`config.mk`:
```
export PLATFORM = sky130hd
export DESIGN_NAME = branch_unit_bht
export DESIGN_NICKNAME = d
export VERILOG_FILES = /design/src/rtl/branch_pkg.sv /design/src/rtl/sat_counter_table.sv /design/src/rtl/branch_unit_bht.sv
export SDC_FILE = /design/constraint.sdc
export NUM_CORES = 1
export LEC_CHECK = 0
export BUFFER_PORTS_ARGS = -buffer_cell sky130_fd_sc_hd__buf_4
export CAP_MARGIN = 25
export CELL_PAD_IN_SITES_DETAIL_PLACEMENT = 0
export CELL_PAD_IN_SITES_GLOBAL_PLACEMENT = 1
export CORE_ASPECT_RATIO = 1.2
export CORE_MARGIN = 2
export CORE_UTILIZATION = 36
export DETAILED_ROUTE_END_ITERATION = 10
export HOLD_SLACK_MARGIN = 0.1
export PLACE_DENSITY_LB_ADDON = 0.15
export SYNTH_ARGS = -nofsm -noshare
export SYNTH_HDL_FRONTEND = slang
export SYNTH_SLANG_ARGS = --single-unit
```
`constraint.sdc`:
```
create_clock -name clk -period 2.58 [get_ports clk]
set_input_delay 0 -clock clk [delete_from_list [all_inputs] [get_ports clk]]
set_output_delay 0 -clock clk [all_outputs]
set_load 0.02 [all_outputs]
```
`src/rtl/branch_pkg.sv`:
```
// Shared branch-condition encodings and the comparator used by the branch unit.
package branch_pkg;

  localparam logic [2:0] F3_BEQ  = 3'b000;
  localparam logic [2:0] F3_BNE  = 3'b001;
  localparam logic [2:0] F3_BLT  = 3'b100;
  localparam logic [2:0] F3_BGE  = 3'b101;
  localparam logic [2:0] F3_BLTU = 3'b110;
  localparam logic [2:0] F3_BGEU = 3'b111;

  // Widest operand supported by branch_cond.
  localparam int unsigned MAX_XLEN = 64;

  // Operands must be left-justified to MAX_XLEN so the operand MSB sits at bit 63;
  // this keeps signed, unsigned and equality ordering intact for any XLEN <= 64.
  function automatic logic branch_cond(input logic [2:0] funct3,
                                       input logic [MAX_XLEN-1:0] a,
                                       input logic [MAX_XLEN-1:0] b);
    logic eq;
    logic lt_s;
    logic lt_u;
    logic res;
    eq   = (a == b);
    lt_u = (a < b);
    lt_s = ($signed(a) < $signed(b));
    case (funct3)
      F3_BEQ:  res = eq;
      F3_BNE:  res = !eq;
      F3_BLT:  res = lt_s;
      F3_BGE:  res = !lt_s;
      F3_BLTU: res = lt_u;
      F3_BGEU: res = !lt_u;
      default: res = 1'b0;
    endcase
    return res;
  endfunction

endpackage

```
`src/rtl/sat_counter_table.sv`:
```
// Table of saturating up/down counters: one combinational read port, one synchronous
// increment/decrement port, synchronous reset to the weakly-not-taken value.
module sat_counter_table #(
  parameter int unsigned ENTRIES  = 64,
  parameter int unsigned CNT_BITS = 2,
  localparam int unsigned IDX_W   = $clog2(ENTRIES)
) (
  input  logic                clk,
  input  logic                reset,
  input  logic [IDX_W-1:0]    rd_idx,
  output logic [CNT_BITS-1:0] rd_cnt,
  input  logic                upd_en,
  input  logic [IDX_W-1:0]    upd_idx,
  input  logic                upd_inc
);

  localparam logic [CNT_BITS-1:0] CNT_RST = CNT_BITS'((1 << (CNT_BITS - 1)) - 1);
  localparam logic [CNT_BITS-1:0] CNT_MAX = '1;

  logic [CNT_BITS-1:0] cnt_q [ENTRIES];
  logic [CNT_BITS-1:0] upd_cur;
  logic [CNT_BITS-1:0] upd_nxt;

  assign rd_cnt  = cnt_q[rd_idx];
  assign upd_cur = cnt_q[upd_idx];

  always_comb begin
    upd_nxt = upd_cur;
    if (upd_inc) begin
      if (upd_cur != CNT_MAX) upd_nxt = upd_cur + 1'b1;
    end else begin
      if (upd_cur != '0) upd_nxt = upd_cur - 1'b1;
    end
  end

  always_ff @(posedge clk) begin
    if (reset) begin
      for (int i = 0; i < int'(ENTRIES); i++) cnt_q[i] <= CNT_RST;
    end else if (upd_en) begin
      cnt_q[upd_idx] <= upd_nxt;
    end
  end

endmodule

```
`src/rtl/branch_unit_bht.sv`:
```
// RV64I conditional-branch resolver with a PC-indexed saturating-counter predictor
// and branch / misprediction performance counters.
module branch_unit_bht
  import branch_pkg::*;
#(
  parameter int unsigned XLEN        = 64,
  parameter int unsigned BHT_ENTRIES = 64,
  parameter int unsigned CNT_BITS    = 2,
  parameter int unsigned PERF_BITS   = 32
) (
  input  logic                 clk,
  input  logic                 reset,
  input  logic [XLEN-1:0]      if_pc,
  output logic                 pred_taken,
  input  logic                 ex_valid,
  input  logic                 ex_branch,
  input  logic [XLEN-1:0]      ex_pc,
  input  logic [2:0]           ex_funct3,
  input  logic [XLEN-1:0]      ex_rs1,
  input  logic [XLEN-1:0]      ex_rs2,
  input  logic                 ex_pred_taken,
  output logic                 taken,
  output logic                 mispredict,
  output logic                 illegal_cond,
  output logic [PERF_BITS-1:0] perf_branches,
  output logic [PERF_BITS-1:0] perf_mispredicts
);

  localparam int unsigned IDX_W = $clog2(BHT_ENTRIES);

  logic [IDX_W-1:0]    if_idx;
  logic [IDX_W-1:0]    ex_idx;
  logic [CNT_BITS-1:0] rd_cnt;
  logic                resolve;
  logic                legal;
  logic                cond;
  logic [MAX_XLEN-1:0] op_a;
  logic [MAX_XLEN-1:0] op_b;
  logic [PERF_BITS-1:0] perf_branches_q;
  logic [PERF_BITS-1:0] perf_mispredicts_q;
  logic                unused_bits;

  assign if_idx = if_pc[IDX_W+1:2];
  assign ex_idx = ex_pc[IDX_W+1:2];

  // Upper PC bits and the low counter bits only matter to other stages.
  assign unused_bits = ^{if_pc, ex_pc, rd_cnt};

  assign op_a = MAX_XLEN'(ex_rs1) << (MAX_XLEN - XLEN);
  assign op_b = MAX_XLEN'(ex_rs2) << (MAX_XLEN - XLEN);
  assign cond = branch_cond(ex_funct3, op_a, op_b);

  assign resolve      = ex_valid & ex_branch;
  assign illegal_cond = resolve & (ex_funct3[2:1] == 2'b01);
  assign legal        = resolve & ~illegal_cond;
  assign taken        = legal & cond;
  assign mispredict   = legal & (taken != ex_pred_taken);

  sat_counter_table #(
    .ENTRIES  (BHT_ENTRIES),
    .CNT_BITS (CNT_BITS)
  ) u_bht (
    .clk     (clk),
    .reset   (reset),
    .rd_idx  (if_idx),
    .rd_cnt  (rd_cnt),
    .upd_en  (legal),
    .upd_idx (ex_idx),
    .upd_inc (taken)
  );

  assign pred_taken = rd_cnt[CNT_BITS-1];

  always_ff @(posedge clk) begin
    if (reset) begin
      perf_branches_q    <= '0;
      perf_mispredicts_q <= '0;
    end else begin
      if (legal)      perf_branches_q    <= perf_branches_q + 1'b1;
      if (mispredict) perf_mispredicts_q <= perf_mispredicts_q + 1'b1;
    end
  end

  assign perf_branches    = perf_branches_q;
  assign perf_mispredicts = perf_mispredicts_q;

endmodule

```
# Yosys cells after proc, flatten, opt, wreduce, memory -nomap -nowiden

Memory sizes are Yosys's and may differ from the RTL's.
Cells that the tools add are included.

Memories kept: 1
Output and inout bits: 68
Register bits after elaboration: 64
Bits in writable memories: 128

$lt $le $gt $ge: 2
Reduce and logical (&&, ||, !) cells: 6
Mux-type cells: 12
$add $sub $neg: 4
Equality and inequality tests: 9
Bitwise operators: 6

Memory list:

| memory      | words | bits a word | rd ports | clocked after Yosys merged registers in | wr ports | line                    | text |
|---|---|---|---|---|---|---|---|
| u_bht.cnt_q | 64    | 2           | 2        | 0                                       | 64       | sat_counter_table.sv:20 | `logic [CNT_BITS-1:0] cnt_q [ENTRIES];` |

Operators by type and width:

| cell                    | number |
|---|---|
| $lt A64 B64 Y1          | 2 |
| $add A32 B1 Y32 const B | 2 |
| $eq A64 B64 Y1          | 1 |
| $eq A3 B3 Y1 const B    | 4 |
| $mux W2                 | 4 |
| $mux W1                 | 6 |
| $mux W6                 | 1 |
| $pmux W1 S6             | 1 |
| $and A1 B1 Y1           | 5 |
| $eq A3 B1 Y1 const B    | 1 |
| $logic_not A1 Y1        | 3 |
| $logic_not A3 Y1        | 1 |
| $add A2 B1 Y2 const B   | 1 |
| $eq A2 B1 Y1 const B    | 1 |
| $ne A2 B2 Y1 const B    | 1 |
| $reduce_bool A2 Y1      | 1 |
| $reduce_or A2 Y1        | 1 |
| $sub A2 B1 Y2 const B   | 1 |
| $ne A1 B1 Y1            | 1 |
| $not A1 Y1              | 1 |

# Depth between registers and ports, before layout

Depth after elaboration: 9
Gate-level depth with buffers: 14
Depth with buffers taken out: 13

# Modules after synthesis

From an unflattened synthesis, not the netlist that was laid out.

Cell total of the unflattened synthesis: 1,230
Area, all modules: 12,537.0 um^2

Modules (own cells, without submodules):

| module            | instances | seq. area each (um^2) | cells an instance | area an instance (um^2) |
|---|---|---|---|---|
| sat_counter_table | 1         | 3,843.7               | 635               | 7,783.7 |
| branch_unit_bht   | 1         | 1,281.2               | 595               | 4,753.3 |

# Least setup slack after synthesis

OpenSTA, ideal clock, no wires.

Path type: register to register
Start point: register perf_mispredicts_q[2], in the netlist perf_mispredicts[2]
End point: register perf_mispredicts_q[30], in the netlist perf_mispredicts[30]
Setup time: 121 ps
Cell stages (with the launch flop): 12
Arrival: 2,801 ps
Data required time: 2,459 ps
Path slack: -342 ps
Clock period less this slack: 2,922 ps
Cells stage by stage: dfxtp_1 -> nand4_1 -> nor4_2 -> nand4_1 -> nor4_1 -> and3_1 -> buf_2 -> and4_1 -> nand4_1 -> nor3_1 -> nor2b_1 -> mux2_2

Cells in the longest elaborated chain, start to end: 1

RTL lines:

| item                   | line                  | text |
|---|---|---|
| start, declared        | branch_unit_bht.sv:40 | `logic [PERF_BITS-1:0] perf_mispredicts_q;` |
| start signal, assigned | branch_unit_bht.sv:80 | `if (mispredict) perf_mispredicts_q <= perf_mispredicts_q + 1'b1;` |
| $add A32 B1 Y32        | branch_unit_bht.sv:80 |  |

Every way passes these cells.
A chain may end at the register's enable or synchronous reset.

# Final worst setup path

Start point: register perf_mispredicts_q[5], in the netlist perf_mispredicts[5]
End point: register perf_mispredicts_q[30], in the netlist perf_mispredicts[30]

Same word-level chain as after synthesis.

==> flow_metrics.env <==
export IMPL_synth_seq_cells=192
export IMPL_nets=1837
export IMPL_netlist_area_um2=11500
export IMPL_rr_worst_depth=10
export IMPL_min_to="u_bht.cnt_q[32][0]"
export IMPL_cp_slowest_cell="dfxtp_4"
export IMPL_wl_met1_um=14900
export IMPL_clockBufferDepth=2
export IMPL_arrival_ns=3.09
export IMPL_clock_latency_ns=0.44
export IMPL_slew_viol_final=0
export IMPL_final_cells=1921
export IMPL_critPathMaxStageDelay_ns=0.34
export IMPL_hold_violations=0
export IMPL_worstPathRequired_ns=2.92
export IMPL_path_cells="nand4_1 > nor4_4 > nand4_1 > nor4_2 > and3_1 > and4_4 > nand4_1 > nor3_2 > nor2b_2 > mux2_4"
export IMPL_syn_area_per_cell_um2=9.58
export IMPL_cts_root_buf="clkbuf_16"
export IMPL_floorplan_initialDensity_pct=36.6
export IMPL_antenna_found_initial=0
export IMPL_syn_num_nets=1528
export IMPL_syn2layout_area_growth_pct=47.6
export IMPL_cts_buffers=17
export IMPL_netlist_area_leader_share_pct=33.5
export IMPL_ys_flop_type="edfxtp_1"
export IMPL_row_count=71
export IMPL_yosys_area_top_type="edfxtp_1"
export IMPL_maxCapViolations=0
export IMPL_yosys_warnings=0
export IMPL_period_needed_ns=2.76
export IMPL_worst_path_most_repeated_cell="nand4_1"
export IMPL_crit_type="reg2reg"
export IMPL_hpwl_um=25100
export IMPL_drtIter0Drc=730
export IMPL_r2r_start="perf_mispredicts[5]"
export IMPL_cts_tree="done"
export IMPL_status="finished with violations"
export IMPL_hold_depth=4
export IMPL_grt_pass1_vias=10200
export IMPL_period_share_pct=107
export IMPL_setup_ws_ns=-0.178
export IMPL_cp_end_kind="flip-flop"
export IMPL_worstMarginPinSlew_ns=0.790
export IMPL_dp_cells=1840
export IMPL_leakage_nw=6.37
export IMPL_die_area_um2=33300
export IMPL_reg2reg_slack_ns=-0.18
export IMPL_grt_setup_unrepaired="yes"
export IMPL_met3_length_um=2040
export IMPL_setup_violations=101
export IMPL_async_flop_share_pct=0
export IMPL_place_ws_ns=-0.530
export IMPL_path_clk_slew_ns=0.08
export IMPL_yosys_top_cells_area="edfxtp_1, dfxtp_1, ha_1, nor2_1, mux4_2"
export IMPL_cts_htree_levels=4
export IMPL_startpoint_type="flip-flop"
export IMPL_fin_tns_setup_ns=-5.14
export IMPL_ys_types=60
export IMPL_route_detailed_drc=0
export IMPL_slew_headroom_pct=47.1
export IMPL_diodes=0
export IMPL_ant_nets=0
export IMPL_maxUsedRoutingLayer="met4"
export IMPL_synth_edf_count=128
export IMPL_peakVddDrop_mv=0.380
export IMPL_avgViaCountPerCell=5.37
export IMPL_hp_start="ex_pc[2]"
export IMPL_grt_pass1_wl_um=54500
export IMPL_fmax_mhz=363
export IMPL_place_gp_congestion=0.825
export IMPL_grtUsageTotal_pct=20.9
export IMPL_via_count=10300
export IMPL_hold_path_class="in2reg"
export IMPL_grt_max_degree=92
export IMPL_io_pins=332
export IMPL_power_density_nw_per_um2=455
export IMPL_routedWlPerCell_um=18.9
export IMPL_cp_max_fo=3
export IMPL_clkSinkCount=192
export IMPL_dr_pass1_iters=5
export IMPL_coreArea_um2=31400
export IMPL_portBuffers=215
export IMPL_finClkSkew_ns=0.00943
export IMPL_postSynthCellCount=1198
export IMPL_r2r_end="perf_mispredicts[30]"
export IMPL_die_x_um=167
export IMPL_met2WireLength_um=18300
export IMPL_die_h_um=200
export IMPL_violations="setup timing"
export IMPL_drive_gt1_share_pct=43.2
export IMPL_grt_overflow=0
export IMPL_seq_area_frac_synth_pct=44.7
export IMPL_synthTopCellsByCount="edfxtp_1, nor2_1, nand2_1"
export IMPL_routed_wl_um=36300
registers in the layout, indices dropped and copies added, names as in the netlist:
| name | cells |
|---|---|
| perf_branches | 32 |
| perf_mispredicts | 32 |
| u_bht.cnt_q | 128 |
worst max-delay path: cells and delay by family (launching register included):
| family | cells | cell delay, ns |
|---|---|---|
| multiplexers | 1 | 0.30 |
| flip-flops | 1 | 0.34 |
| AND/OR/NAND/NOR | 9 | 2.00 |
layer usage:
metal  GRT usage (%)  vias up
li1                -     4923
met1            25.8     5007
met2            36.4      314
met3            3.98       67
met4            7.25        0
met5               0        -
area by class of cell:
cell class | count | area, um^2
clock buffer | 18 | 450
clock inverter | 14 | 139
fill | 2797 | 14400
inverter | 80 | 333
multi-input combinational | 849 | 7040
sequential | 192 | 5140
tap | 401 | 502
timing repair buffer | 367 | 3330
worst max path at each step:
stage / start / end
2_1_floorplan: ex_rs2[49] / perf_mispredicts[25]
3_3_place_gp: ex_rs1[10] / perf_mispredicts[29]
3_5_place_dp: ex_rs2[49] / perf_mispredicts[7]
4_1_cts: perf_mispredicts[4] / perf_mispredicts[29]
5_1_grt: perf_mispredicts[3] / perf_mispredicts[30]
6_report: perf_mispredicts[5] / perf_mispredicts[30]
per-stage QoR:
stage / power, mW / utilization, % / hold WS [ns] / area, um^2
finish: 7.71 / 54.0 / 0.102 / 16900
global route: 7.98 / 54.0 / 0.117 / 16900
CTS: 7.43 / 50.0 / 0.102 / 15700
detailed placement: 4.60 / 46.7 / 0.381 / 14600
global placement: 4.59 / 46.7 / 0.365 / 14600
floorplan: 4.08 / - / 0.181 / 11900
layout by cell type, fill, tap and decap left out, types with 46 or more instances in the layout:
| master | count |
|---|---|
| edfxtp_1 | 128 |
| inv_1 | 62 |
| a22oi_1 | 46 |
| buf_4 | 301 |
| ha_1 | 47 |
| nor2_1 | 68 |
| dfxtp_1 | 56 |
| nand2_1 | 113 |
| nand2b_1 | 67 |
| nand3_2 | 63 |
repair_timing:
action | 4_1_cts | 5_1_grt
pin swaps | 27 | 65
resized for setup | 41 | 222
setup buffers | 10 | 19
setup endpoints to repair | 25 | 160
hold buffers | 9 | 0
gates cloned | 4 | 9
hold endpoints to repair | 29 | 0
power by group:
part	switching, mW	internal (mW)	total, mW
clock	1.34	1.35	2.69
sequential	0.0336	3.31	3.35
combinational	0.843	0.829	1.67
kinds of logic after synthesis:
| kind of cell | share of synthesized area (%) |
|---|---|
| and+or+nand+nor | 22.8 |
| DFF | 44.7 |
| AOI/OAI and AO/OA | 11.6 |
| buffers and inverters | 5.48 |
| adders and majority gates | 7.37 |
| xor gates and xnor gates | 3.43 |
| muxes | 4.69 |
(Power assumes the default switching activity.)
